<file path="src/rtl/rv_pkg.sv">
// rv_pkg: shared register-file widths and the hard-wired zero register index.
package rv_pkg;
  localparam int REG_ADDR_W = 5;
  localparam int XLEN = 32;
  typedef logic [REG_ADDR_W-1:0] reg_addr_t;
  typedef logic [XLEN-1:0] xlen_t;
  localparam reg_addr_t REG_ZERO = 5'd0;
endpackage

</file>
<file path="src/rtl/rr_arbiter.sv">
// rr_arbiter: combinational round-robin pick of the first request at or after ptr.
module rr_arbiter #(
  parameter int NUM_REQ = 3,
  localparam int IW = $clog2(NUM_REQ)
) (
  input  logic [NUM_REQ-1:0] req,
  input  logic [IW-1:0]      ptr,
  output logic [NUM_REQ-1:0] grant,
  output logic [IW-1:0]      grant_idx,
  output logic               any_grant
);
  logic [IW-1:0] j;
  // Walk offsets from farthest to nearest so the nearest valid request wins.
  always_comb begin
    grant = '0;
    grant_idx = '0;
    any_grant = 1'b0;
    j = '0;
    for (int k = NUM_REQ - 1; k >= 0; k--) begin
      j = IW'((int'(ptr) + k) % NUM_REQ);
      if (req[j]) begin
        grant = '0;
        grant[j] = 1'b1;
        grant_idx = j;
        any_grant = 1'b1;
      end
    end
  end
endmodule

</file>
<file path="src/rtl/regfile_wb_arbiter.sv">
// regfile_wb_arbiter: round-robin sharing of the register-file write port among writeback sources.
module regfile_wb_arbiter
  import rv_pkg::*;
#(
  parameter int NUM_REQ = 3,
  parameter int ADDR_W = REG_ADDR_W,
  parameter int DATA_W = XLEN,
  parameter int CNT_W = 16,
  localparam int GW = $clog2(NUM_REQ)
) (
  input  logic                      clk,
  input  logic                      reset,
  input  logic [NUM_REQ-1:0]        req_valid,
  output logic [NUM_REQ-1:0]        req_ready,
  input  logic [NUM_REQ*ADDR_W-1:0] req_addr,
  input  logic [NUM_REQ*DATA_W-1:0] req_data,
  output logic                      wr_en,
  output logic [ADDR_W-1:0]         wr_addr,
  output logic [DATA_W-1:0]         wr_data,
  output logic [GW-1:0]             grant_id,
  output logic [CNT_W-1:0]          contention_cnt
);
  logic [ADDR_W-1:0] addr_a [NUM_REQ];
  logic [DATA_W-1:0] data_a [NUM_REQ];
  logic [NUM_REQ-1:0] grant;
  logic [GW-1:0] rr_ptr, g;
  logic any_grant, transfer, multi;
  for (genvar i = 0; i < NUM_REQ; i++) begin : g_unpack
    assign addr_a[i] = req_addr[i*ADDR_W +: ADDR_W];
    assign data_a[i] = req_data[i*DATA_W +: DATA_W];
  end
  rr_arbiter #(.NUM_REQ(NUM_REQ)) u_arb (
    .req(req_valid),
    .ptr(rr_ptr),
    .grant(grant),
    .grant_idx(g),
    .any_grant(any_grant)
  );
  assign req_ready = reset ? '0 : grant;
  assign transfer = any_grant && !reset;
  assign multi = $countones(req_valid) > 1;
  always_ff @(posedge clk) begin
    if (reset) begin
      wr_en <= 1'b0;
      wr_addr <= '0;
      wr_data <= '0;
      grant_id <= '0;
      contention_cnt <= '0;
      rr_ptr <= '0;
    end else begin
      // x0 writes are consumed but never reach the register file.
      wr_en <= transfer && (addr_a[g] != ADDR_W'(REG_ZERO));
      if (transfer) begin
        wr_addr <= addr_a[g];
        wr_data <= data_a[g];
        grant_id <= g;
        rr_ptr <= (g == GW'(NUM_REQ - 1)) ? '0 : g + GW'(1);
      end
      if (multi && !(&contention_cnt)) contention_cnt <= contention_cnt + CNT_W'(1);
    end
  end
endmodule

</file>
<file path="config.mk">
export PLATFORM = sky130hd
export DESIGN_NAME = regfile_wb_arbiter
export DESIGN_NICKNAME = d
export VERILOG_FILES = /design/src/rtl/rv_pkg.sv /design/src/rtl/rr_arbiter.sv /design/src/rtl/regfile_wb_arbiter.sv
export SDC_FILE = /design/constraint.sdc
export NUM_CORES = 1
export LEC_CHECK = 0
export BUFFER_PORTS_ARGS = -buffer_cell sky130_fd_sc_hd__buf_4
export CORE_UTILIZATION = 42
export CTS_CLUSTER_SIZE = 8
export DETAILED_ROUTE_END_ITERATION = 12
export PLACE_DENSITY = 0.77
export SYNTH_ARGS = -nofsm -noshare
export SYNTH_HDL_FRONTEND = slang
export SYNTH_SLANG_ARGS = --single-unit
</file>
<file path="constraint.sdc">
create_clock -name clk -period 2.2 [get_ports clk]
set_input_delay 0.22 -clock clk [delete_from_list [all_inputs] [get_ports clk]]
set_output_delay 0.22 -clock clk [all_outputs]
set_load 0.02 [all_outputs]
</file>
==> metrics.yaml, run 1 <==
dpl_cell_area_um2: 5300
status: "finished with violations"
fillCellCount: 508
p_sw_w: 0.00356
dp.final_hpwl_um: 9340
synth_top_area_cell: "dfxtp_1"
layout_setup_ws_ns: -0.276
routed_via_density: 6.50
reg2reg_depth: 12
worstHoldPathType: "in -> reg"
drt_iter0_markers: 247
holdPathStages: 3
ios: 175
cpMostUsedCell: "buf_6"
crit_type: "reg -> out"
clkLatencyLatePin_ns: 0.36
hold_violations: 0
cts_buffer_depth: 2
cts.sinks: 58
synth-seq-cells: 58
vias: 4624
ir_worst_vdd_uv: 754
wirelength_um: 15800
worstPathMaxFanout: 3
synth_cells: 385
path_clk_slew_ns: 0.08
finalSetupViolations: 45
antenna_cells: 0
route.detailed.drc: 0
dp_cells: 667
wire_per_inst_um: 22.2
cts_buffers: 9
pwr-share-clk: 0.131
worstSetupEndpointType: "primary output"
first_pass_iters: 5
switching_share: 0.422
pwr-share-comb: 0.683
worst_pin_slew_ns: 0.526
yosysSeqAreaShare: 0.318
power.share.sequential: 0.186
fmax_ghz: 0.404
cts_tree: "done"
start_util: 0.440
grt_overflow_total: 0
syn_avg_cell_area_um2: 9.49
die_h_um: 95.3
slew_headroom: 0.647
grt_max_degree: 30
finalCritPeriodShare: 1.13
violations: "setup timing"
hold_end: "wr_data[11]"
grt_usage: 0.307
syn-num-nets: 506
ys_types: 58
place.gp.congestion: 0.961
intPower_w: 0.00487
synth_edf_count: 0
io_buffers: 174
drv_slew: 0
cp_top_family: "buffers and inverters"
max_stage_delay_ns: 0.35
power_density_nw_per_um2: 1310
core_um2: 8300
hold_ws_ns: 0.129
period_needed_ns: 2.48
worstSetupStartpoint: "rr_ptr[1]"
die_area_um2: 9080
synth.area.top_cells: "dfxtp_1 (32%), o22ai_2 (11%), a221oi_1 (8.6%), a22o_1 (8.6%), a22oi_1 (7.4%)"
synthFlopType: "dfxtp_1"
worst_hold_startpoint: "req_data[43]"
finalNonFillerCells: 711
worst-path-buf-inv: 4
drive_gt1_frac: 0.624
crit_chain: "inv_2, ha_4, buf_6, mux2_4, and2_4, buf_6, or2_4, a21oi_2, o21a_1, buf_6"
fin_area_um2: 6440
fin_nets: 722
grt_pass1_wl_um: 21300
grt_pass1_vias: 4344
netlist_area_um2: 3650
clock_skew_ns: 0.0154
r2r_start: "rr_ptr[1]"
cap_viol_max_count: 0
syn_to_final_growth_pct: 76.3
synthArstFlopShare: 0
htreeDepth: 3
yosysWarnings: 0
crit_required_ns: 1.98
worstPathArrival_ns: 2.26
cp_slowest_cell: "dfxtp_2"
r2r_setup_slack_ns: -0.22
row_count: 33
synth_top_area_frac: 0.318
antenna_left: 0
dieWidth_um: 95.3
antenna_found_initial: 0
p_leak_nw: 2.61
cp-start-kind: "register"
r2r-end: "rr_ptr[0]"
cts-root-buf: "clkbuf_8"
rsz0062_at_grt: "true"
## cell type report
class                      instances  area (µm²)  area share
clock buffer                      11         151      0.0235
multi-input combinational        283        2790       0.433
timing repair buffer             243        2110       0.328
inverter                           6        27.5     0.00427
tap                              105         131      0.0204
sequential                        58        1170       0.181
clock inverter                     5        61.3     0.00952
## layout by cell type, fill, tap and decap left out, drive strengths merged, types with 3 or more instances in the layout
master | netlist | final
nor4b | 3 | 3
nand3b | 4 | 4
dfxtp | 58 | 58
mux2 | 3 | 3
xnor2 | 11 | 11
o22ai | 37 | 37
nor3 | 8 | 9
nand2 | 15 | 15
nor4 | 6 | 6
nor3b | 3 | 3
a21oi | 10 | 10
inv | 6 | 7
clkinvlp | 0 | 3
a221oi | 36 | 36
a22o | 36 | 36
nor2 | 20 | 20
a31oi | 3 | 3
mux2i | 3 | 3
ha | 5 | 5
and3 | 4 | 4
a22oi | 36 | 36
clkbuf | 23 | 13
or3 | 3 | 3
nand4 | 4 | 4
buf | 16 | 240
o21ai | 3 | 3
## power groups by stage
| stage | sequential [W] | clock [W] | combinational (W) |
|---|---|---|---|
| 6_report | 0.00157 | 0.00110 | 0.00575 |
| 5_1_grt | 0.00159 | 0.00115 | 0.00598 |
| 4_1_cts | 0.00153 | 0.00108 | 0.00470 |
| 3_5_place_dp | 0.00153 | 0 | 0.00406 |
| 3_3_place_gp | 0.00152 | 0 | 0.00399 |
| 2_1_floorplan | 0.00183 | 0 | 0.00219 |
## cell usage after synthesis, drive strengths merged (4+ instances only)
cell type / number
dfxtp: 58
o22ai: 37
a221oi: 36
a22o: 36
a22oi: 36
clkbuf: 23
nor2: 20
buf: 16
nand2: 15
xnor2: 11
a21oi: 10
nor3: 8
inv: 6
nor4: 6
ha: 5
and3: 4
nand3b: 4
nand4: 4
## per-layer routing
layer | GRT usage | share of wire | up-vias
met5 | 0 | 0 | -
met4 | 0.119 | 0.036 | 0
met3 | 0.0861 | 0.089 | 64
met2 | 0.524 | 0.50 | 304
met1 | 0.361 | 0.37 | 2246
li1 | - | - | 2010
## worst min-delay path: stages
cell	delay (ns)
buf_4	0.09
a221oi_2	0.05
o22ai_2	0.09
## sequential cells by signal (all words and copies together), names as in the netlist
signal and cells:
contention_cnt 16, wr_en 1, rr_ptr 2, grant_id 2, wr_addr 5, wr_data 32
## how the worst max path moves through the flow
| stage | endpoint | slack, ns | cells after the start |
|---|---|---|---|
| floorplan | wr_addr[1] | 0.01 | 9 |
| global placement | wr_data[0] | -0.51 | 7 |
| detailed placement | wr_data[0] | -0.60 | 7 |
| CTS | req_ready[0] | -0.20 | 10 |
| global route | req_ready[0] | -0.33 | 10 |
| finish | req_ready[0] | -0.28 | 10 |
## stage by stage
stage / TNS, ns / utilization / worst slack, ns / total power (W)
2_1_floorplan: 0 / - / 0.0131 / 0.00402
3_3_place_gp: -17.63 / 0.638 / -0.514 / 0.00551
3_5_place_dp: -20.53 / 0.638 / -0.596 / 0.00559
4_1_cts: -6.91 / 0.710 / -0.204 / 0.00731
5_1_grt: -11.28 / 0.776 / -0.329 / 0.00872
6_report: -8.02 / 0.776 / -0.276 / 0.00842
## repair_timing
action / in CTS / in global routing
hold buffers: 0 / 0
endpoints found under the setup margin: 45 / 45
setup buffers: 14 / 9
pin swaps: 14 / 23
hold endpoints to repair: 0 / 0
resized for setup: 41 / 78
gates cloned: 3 / 2
## kinds of logic (layout without fill, tap and decap cells)
kind of cell	count (synthesis)	in the layout	share of synthesized area
compound gates	176	176	0.430
simple gates	84	85	0.134
flops	58	58	0.318
buf+inv	45	265	0.0572
xor+xnor	11	11	0.0264
mux	6	6	0.0175
fa+ha+maj	5	5	0.0171
Note: power is estimated with default switching activity, not from simulation.
==> run 2: changes to the inputs <==
--- a/config.mk
+++ b/config.mk
@@ -6,10 +6,11 @@
 export NUM_CORES = 1
 export LEC_CHECK = 0
 export BUFFER_PORTS_ARGS = -buffer_cell sky130_fd_sc_hd__buf_4
-export CORE_UTILIZATION = 42
+export CORE_UTILIZATION = 44
+export CTS_BUF_LIST = sky130_fd_sc_hd__clkbuf_4
 export CTS_CLUSTER_SIZE = 8
 export DETAILED_ROUTE_END_ITERATION = 12
-export PLACE_DENSITY = 0.77
+export PLACE_DENSITY = 0.8
 export SYNTH_ARGS = -nofsm -noshare
 export SYNTH_HDL_FRONTEND = slang
 export SYNTH_SLANG_ARGS = --single-unit
==> metrics.yaml, run 2 (synthesized netlist as in run 1, its figures left out) <==
largest_register_ffs: 32
drt_iter0_markers: 244
drive_gt1_frac: 0.547
fillCellCount: 527
cp-start-kind: "register"
violations: "setup timing"
finalCritPeriodShare: 1.11
cts.sinks: 58
setup_tns_ns: -8.05
antenna_cells: 0
worstPathMaxFanout: 8
die_h_um: 93.1
worstPathArrival_ns: 2.72
drv_slew: 0
power_density_nw_per_um2: 1250
dp_cells: 658
cts_tree: "done"
antenna_left: 0
clock_skew_ns: 0.0131
slew_headroom: 0.610
wirelength_um: 14100
wire_per_inst_um: 20.3
grt_overflow_total: 0
ios: 175
cap_viol_max_count: 0
path_clk_slew_ns: 0.11
clkLatencyLatePin_ns: 0.41
period_needed_ns: 2.43
row_count: 32
layout_setup_ws_ns: -0.231
worst_pin_slew_ns: 0.585
max_stage_delay_ns: 0.37
cpMostUsedCell: "buf_6"
fmax_ghz: 0.411
status: "finished with violations"
layout_commonest_cell: "buf_4"
die_area_um2: 8670
regMostFlops: "wr_data"
finalNonFillerCells: 698
crit_required_ns: 2.49
layout_common_cells: "buf_4 (204), dfxtp_1 (56), a22o_1 (36), a22oi_1 (35), a221oi_1 (28)"
routed_via_density: 6.33
worstHoldPathType: "in -> reg"
fin_nets: 712
first_pass_iters: 4
worst-path-buf-inv: 6
grt_max_degree: 35
ir_worst_vdd_uv: 773
place.gp.congestion: 0.932
worstSetupEndpointType: "register"
cts_buffer_depth: 2
p_leak_nw: 2.45
rsz0062_at_grt: "true"
hold_violations: 0
grt_pass1_wl_um: 20100
dp.final_hpwl_um: 9390
io_buffers: 174
crit_chain: "inv_2, ha_4, buf_6, mux2_4, and2_4, buf_6, buf_6, nor4b_4, buf_6, or3_4, clkbuf_16, o22ai_2"
grt_usage: 0.294
crit_type: "reg -> reg"
antenna_found_initial: 0
start_util: 0.463
cts-root-buf: "clkbuf_4"
core_um2: 7890
htreeDepth: 3
postCtsHoldBufs: 0
grt_pass1_vias: 4148
syn_to_final_growth_pct: 62.4
dieWidth_um: 93.1
cp_top_family: "buffers and inverters"
route.detailed.drc: 0
reg_top3: "wr_data (32), contention_cnt (16), wr_addr (5)"
cp_slowest_cell: "dfxtp_2"
vias: 4419
cts_buffers: 9
finalSetupViolations: 44
==> run 2: path summary, 6_finish.rpt <==
path / startpoint / end / slack [ns] / depth (start not counted)
setup / recovery: rr_ptr[1] / wr_data[16] / -0.23 / 12
hold / removal: req_data[23] / wr_data[23] / 0.10 / 3
setup reg to reg: rr_ptr[1] / wr_data[16] / -0.23 / 12
hold reg to reg: wr_addr[0] / wr_addr[0] / 0.51 / 2
==> run 2: power breakdown <==
| group | switching [W] | internal (W) |
|---|---|---|
| Combinational | 0.00257 | 0.00260 |
| Clock | 0.000430 | 0.000235 |
| Sequential | 0.000198 | 0.00135 |
| Total | 0.00320 | 0.00419 |
==> run 2: final cells by class <==
| cell class | instances | area [µm²] | share of cell area |
|---|---|---|---|
| Tap cell | 102 | 128 | 0.0215 |
| Clock inverter | 6 | 33.8 | 0.00569 |
| Inverter | 6 | 22.5 | 0.00380 |
| Clock buffer | 10 | 75.1 | 0.0127 |
| Timing Repair Buffer | 234 | 1960 | 0.330 |
| Multi-Input combinational cell | 282 | 2550 | 0.430 |
| Sequential cell | 58 | 1170 | 0.197 |
==> run 2: worst min-delay path: stages <==
cell and delay (ns):
buf_4 0.09, a221oi_2 0.07, o22ai_4 0.10
==> run 2: stage by stage <==
| step | util | power, W | hold WS (ns) | worst slack (ns) | instance area [µm²] |
|---|---|---|---|---|---|
| 2_1_floorplan | - | 0.00402 | 0.399 | 0.0131 | 3650 |
| 3_3_place_gp | 0.664 | 0.00542 | 0.475 | -0.0813 | 5240 |
| 3_5_place_dp | 0.664 | 0.00551 | 0.485 | -0.144 | 5240 |
| 4_1_cts | 0.706 | 0.00655 | 0.0932 | -0.184 | 5570 |
| 5_1_grt | 0.752 | 0.00772 | 0.0868 | -0.297 | 5930 |
| 6_report | 0.752 | 0.00739 | 0.104 | -0.231 | 5930 |
==> run 2: what timing repair did <==
item | in CTS | in global routing
setup buffers | 14 | 5
gates resized for setup | 32 | 45
gates cloned | 2 | 5
pin swaps | 8 | 13
setup endpoints to repair | 43 | 45
==> run 2: layer usage <==
layer  part of all wire  track usage  vias up  routed length, µm
met2               0.53        0.538      226               7500
met3              0.071       0.0813       35               1010
met1               0.38        0.326     2163               5350
met4              0.020       0.0974        0                284
li1                   -            -     1995                  -
met5                  0            0        -                  0
==> run 3: changes to the inputs <==
--- a/config.mk
+++ b/config.mk
@@ -6,11 +6,11 @@
 export NUM_CORES = 1
 export LEC_CHECK = 0
 export BUFFER_PORTS_ARGS = -buffer_cell sky130_fd_sc_hd__buf_4
-export CORE_UTILIZATION = 44
+export CORE_UTILIZATION = 45
 export CTS_BUF_LIST = sky130_fd_sc_hd__clkbuf_4
 export CTS_CLUSTER_SIZE = 8
 export DETAILED_ROUTE_END_ITERATION = 12
-export PLACE_DENSITY = 0.8
+export PLACE_DENSITY = 0.78
 export SYNTH_ARGS = -nofsm -noshare
 export SYNTH_HDL_FRONTEND = slang
 export SYNTH_SLANG_ARGS = --single-unit
==> constraint.sdc (replaced) <==
create_clock -name clk -period 2.9 [get_ports clk]
set_input_delay 0.29 -clock clk [delete_from_list [all_inputs] [get_ports clk]]
set_output_delay 0.29 -clock clk [all_outputs]
set_load 0.02 [all_outputs]
==> metrics.yaml, run 3 (synthesized netlist as in run 1, its figures left out) <==
status: "completed"
route.detailed.drc: 0
p_leak_nw: 2.16
syn_to_final_growth_pct: 43.3
fin_nets: 670
routed_via_density: 6.23
htreeDepth: 3
grt_max_degree: 39
grt_pass1_vias: 3910
largest_register_ffs: 32
first_pass_iters: 6
switching_share: 0.432
wire_per_inst_um: 18.4
cpMostUsedCell: "buf_4"
power.share.sequential: 0.249
pwr-share-clk: 0.147
regMostFlops: "wr_data"
reg2reg_depth: 8
reg_top3: "wr_data (32), contention_cnt (16), wr_addr (5)"
cts_buffer_depth: 2
clkLatencyLatePin_ns: 0.40
vias: 4085
ir_worst_vdd_uv: 687
fillCellCount: 665
period_needed_ns: 2.85
antenna_found_initial: 0
crit_type: "reg -> out"
multi_input_area_um2: 2300
hold_violations: 0
cap_viol_max_count: 0
power_density_nw_per_um2: 890
antenna_left: 0
pre_cts_slack_ns: -0.000244
dieWidth_um: 92.1
wirelength_um: 12100
cp_slowest_cell: "buf_4"
setup_tns_ns: 0
grt_overflow_total: 0
crit_chain: "inv_1, ha_2, buf_12, and3b_1, buf_4, a21oi_1, a21oi_2, nor2_1, buf_4"
crit_required_ns: 2.61
io_buffers: 174
die_area_um2: 8480
worstPathMaxFanout: 38
rsz0062_at_grt: "true"
start_util: 0.468
dp.final_hpwl_um: 8650
max_stage_delay_ns: 0.40
intPower_w: 0.00264
postCtsHoldBufs: 0
worstPathArrival_ns: 2.56
holdPathStages: 3
worstHoldPathType: "in -> reg"
finalCritPeriodShare: 0.984
r2r_start: "rr_ptr[1]"
row_count: 32
ios: 175
worstSetupEndpointType: "primary output"
path_clk_slew_ns: 0.11
cp_top_family: "buffers and inverters"
post_cts_buffers: 0
regArea_um2: 1160
r2r_setup_slack_ns: 0.07
fmax_ghz: 0.350
drt_iter0_markers: 268
pwr-share-comb: 0.604
drive_gt1_frac: 0.453
slew_headroom: 0.218
power.total_w: 0.00466
cp-start-kind: "register"
layout_commonest_cell: "buf_4"
core_um2: 7810
layout_setup_ws_ns: 0.0452
grt_pass1_wl_um: 18900
layout_common_cells: "buf_4 (190), dfxtp_1 (58), a22oi_1 (36), a22o_1 (36), a221oi_1 (35)"
p_sw_w: 0.00201
cts_buffers: 9
worst-path-buf-inv: 4
hold_end: "wr_data[20]"
die_h_um: 92.1
worst_hold_startpoint: "req_data[20]"
drv_slew: 0
worst_pin_slew_ns: 1.17
finish.utilization: 0.670
cts_tree: "done"
grt_usage: 0.281
place.gp.congestion: 0.833
clock_skew_ns: 0.0102
antenna_cells: 0
r2r-end: "wr_data[31]"
finalSetupViolations: 0
cts-root-buf: "clkbuf_4"
cts.sinks: 58
==> run 3: power by group through the flow <==
| stage | registers, W | clock network, W | logic (W) |
|---|---|---|---|
| final | 0.00116 | 0.000685 | 0.00281 |
| after global routing | 0.00118 | 0.000729 | 0.00300 |
| after CTS | 0.00116 | 0.000694 | 0.00277 |
| after detailed placement | 0.00117 | 0 | 0.00277 |
| after global placement | 0.00117 | 0 | 0.00272 |
| after floorplan | 0.00139 | 0 | 0.00166 |
==> run 3: area by class of cell <==
cell class | count | area share
inverter | 6 | 0.00430
multi-input combinational | 282 | 0.440
clock buffer | 9 | 0.0129
clock inverter | 7 | 0.0177
tap | 102 | 0.0244
sequential | 58 | 0.222
timing repair buffer | 192 | 0.279
==> run 3: worst max path at each step <==
stage               slack [ns]            to  cells past startpoint      start
global placement          0.08   wr_data[20]                      8  rr_ptr[1]
detailed placement     -0.0002   wr_data[19]                      8  rr_ptr[1]
CTS                      0.004  req_ready[1]                      9  rr_ptr[1]
global route             -0.09   wr_data[15]                      7  rr_ptr[1]
floorplan                 0.71  req_ready[2]                      8  rr_ptr[0]
finish                    0.05  req_ready[1]                      9  rr_ptr[1]
==> run 3: repair_timing <==
item	in CTS	in global routing
endpoints found under the setup margin	7	39
hold endpoints to repair	0	0
resized for setup	1	3
==> run 3: per-layer routing <==
layer,wire [µm],part of all wire,GRT usage,up-vias
met5,0,0,0,-
met4,245,0.020,0.120,0
met3,1050,0.087,0.0697,24
met2,5910,0.49,0.470,191
met1,4860,0.40,0.341,1970
li1,-,-,-,1900
==> run 3: worst reg2reg max path: cells and delay by family (launching register included) <==
| kind | cells | cell delay, ns |
|---|---|---|
| simple gates | 1 | 0.88 |
| compound gates | 3 | 0.63 |
| buf+inv | 2 | 0.31 |
| mux | 1 | 0.39 |
| fa+ha+maj | 1 | 0.20 |
| flops | 1 | 0.35 |
==> run 3: stage by stage <==
stage / hold slack (ns) / instances / cell area (µm²)
after detailed placement: 0.461 / 640 / 5050
final: 0.173 / 656 / 5230
after global routing: 0.165 / 656 / 5230
after CTS: 0.156 / 656 / 5210
after floorplan: 0.469 / 385 / 3650
after global placement: 0.446 / 640 / 5050
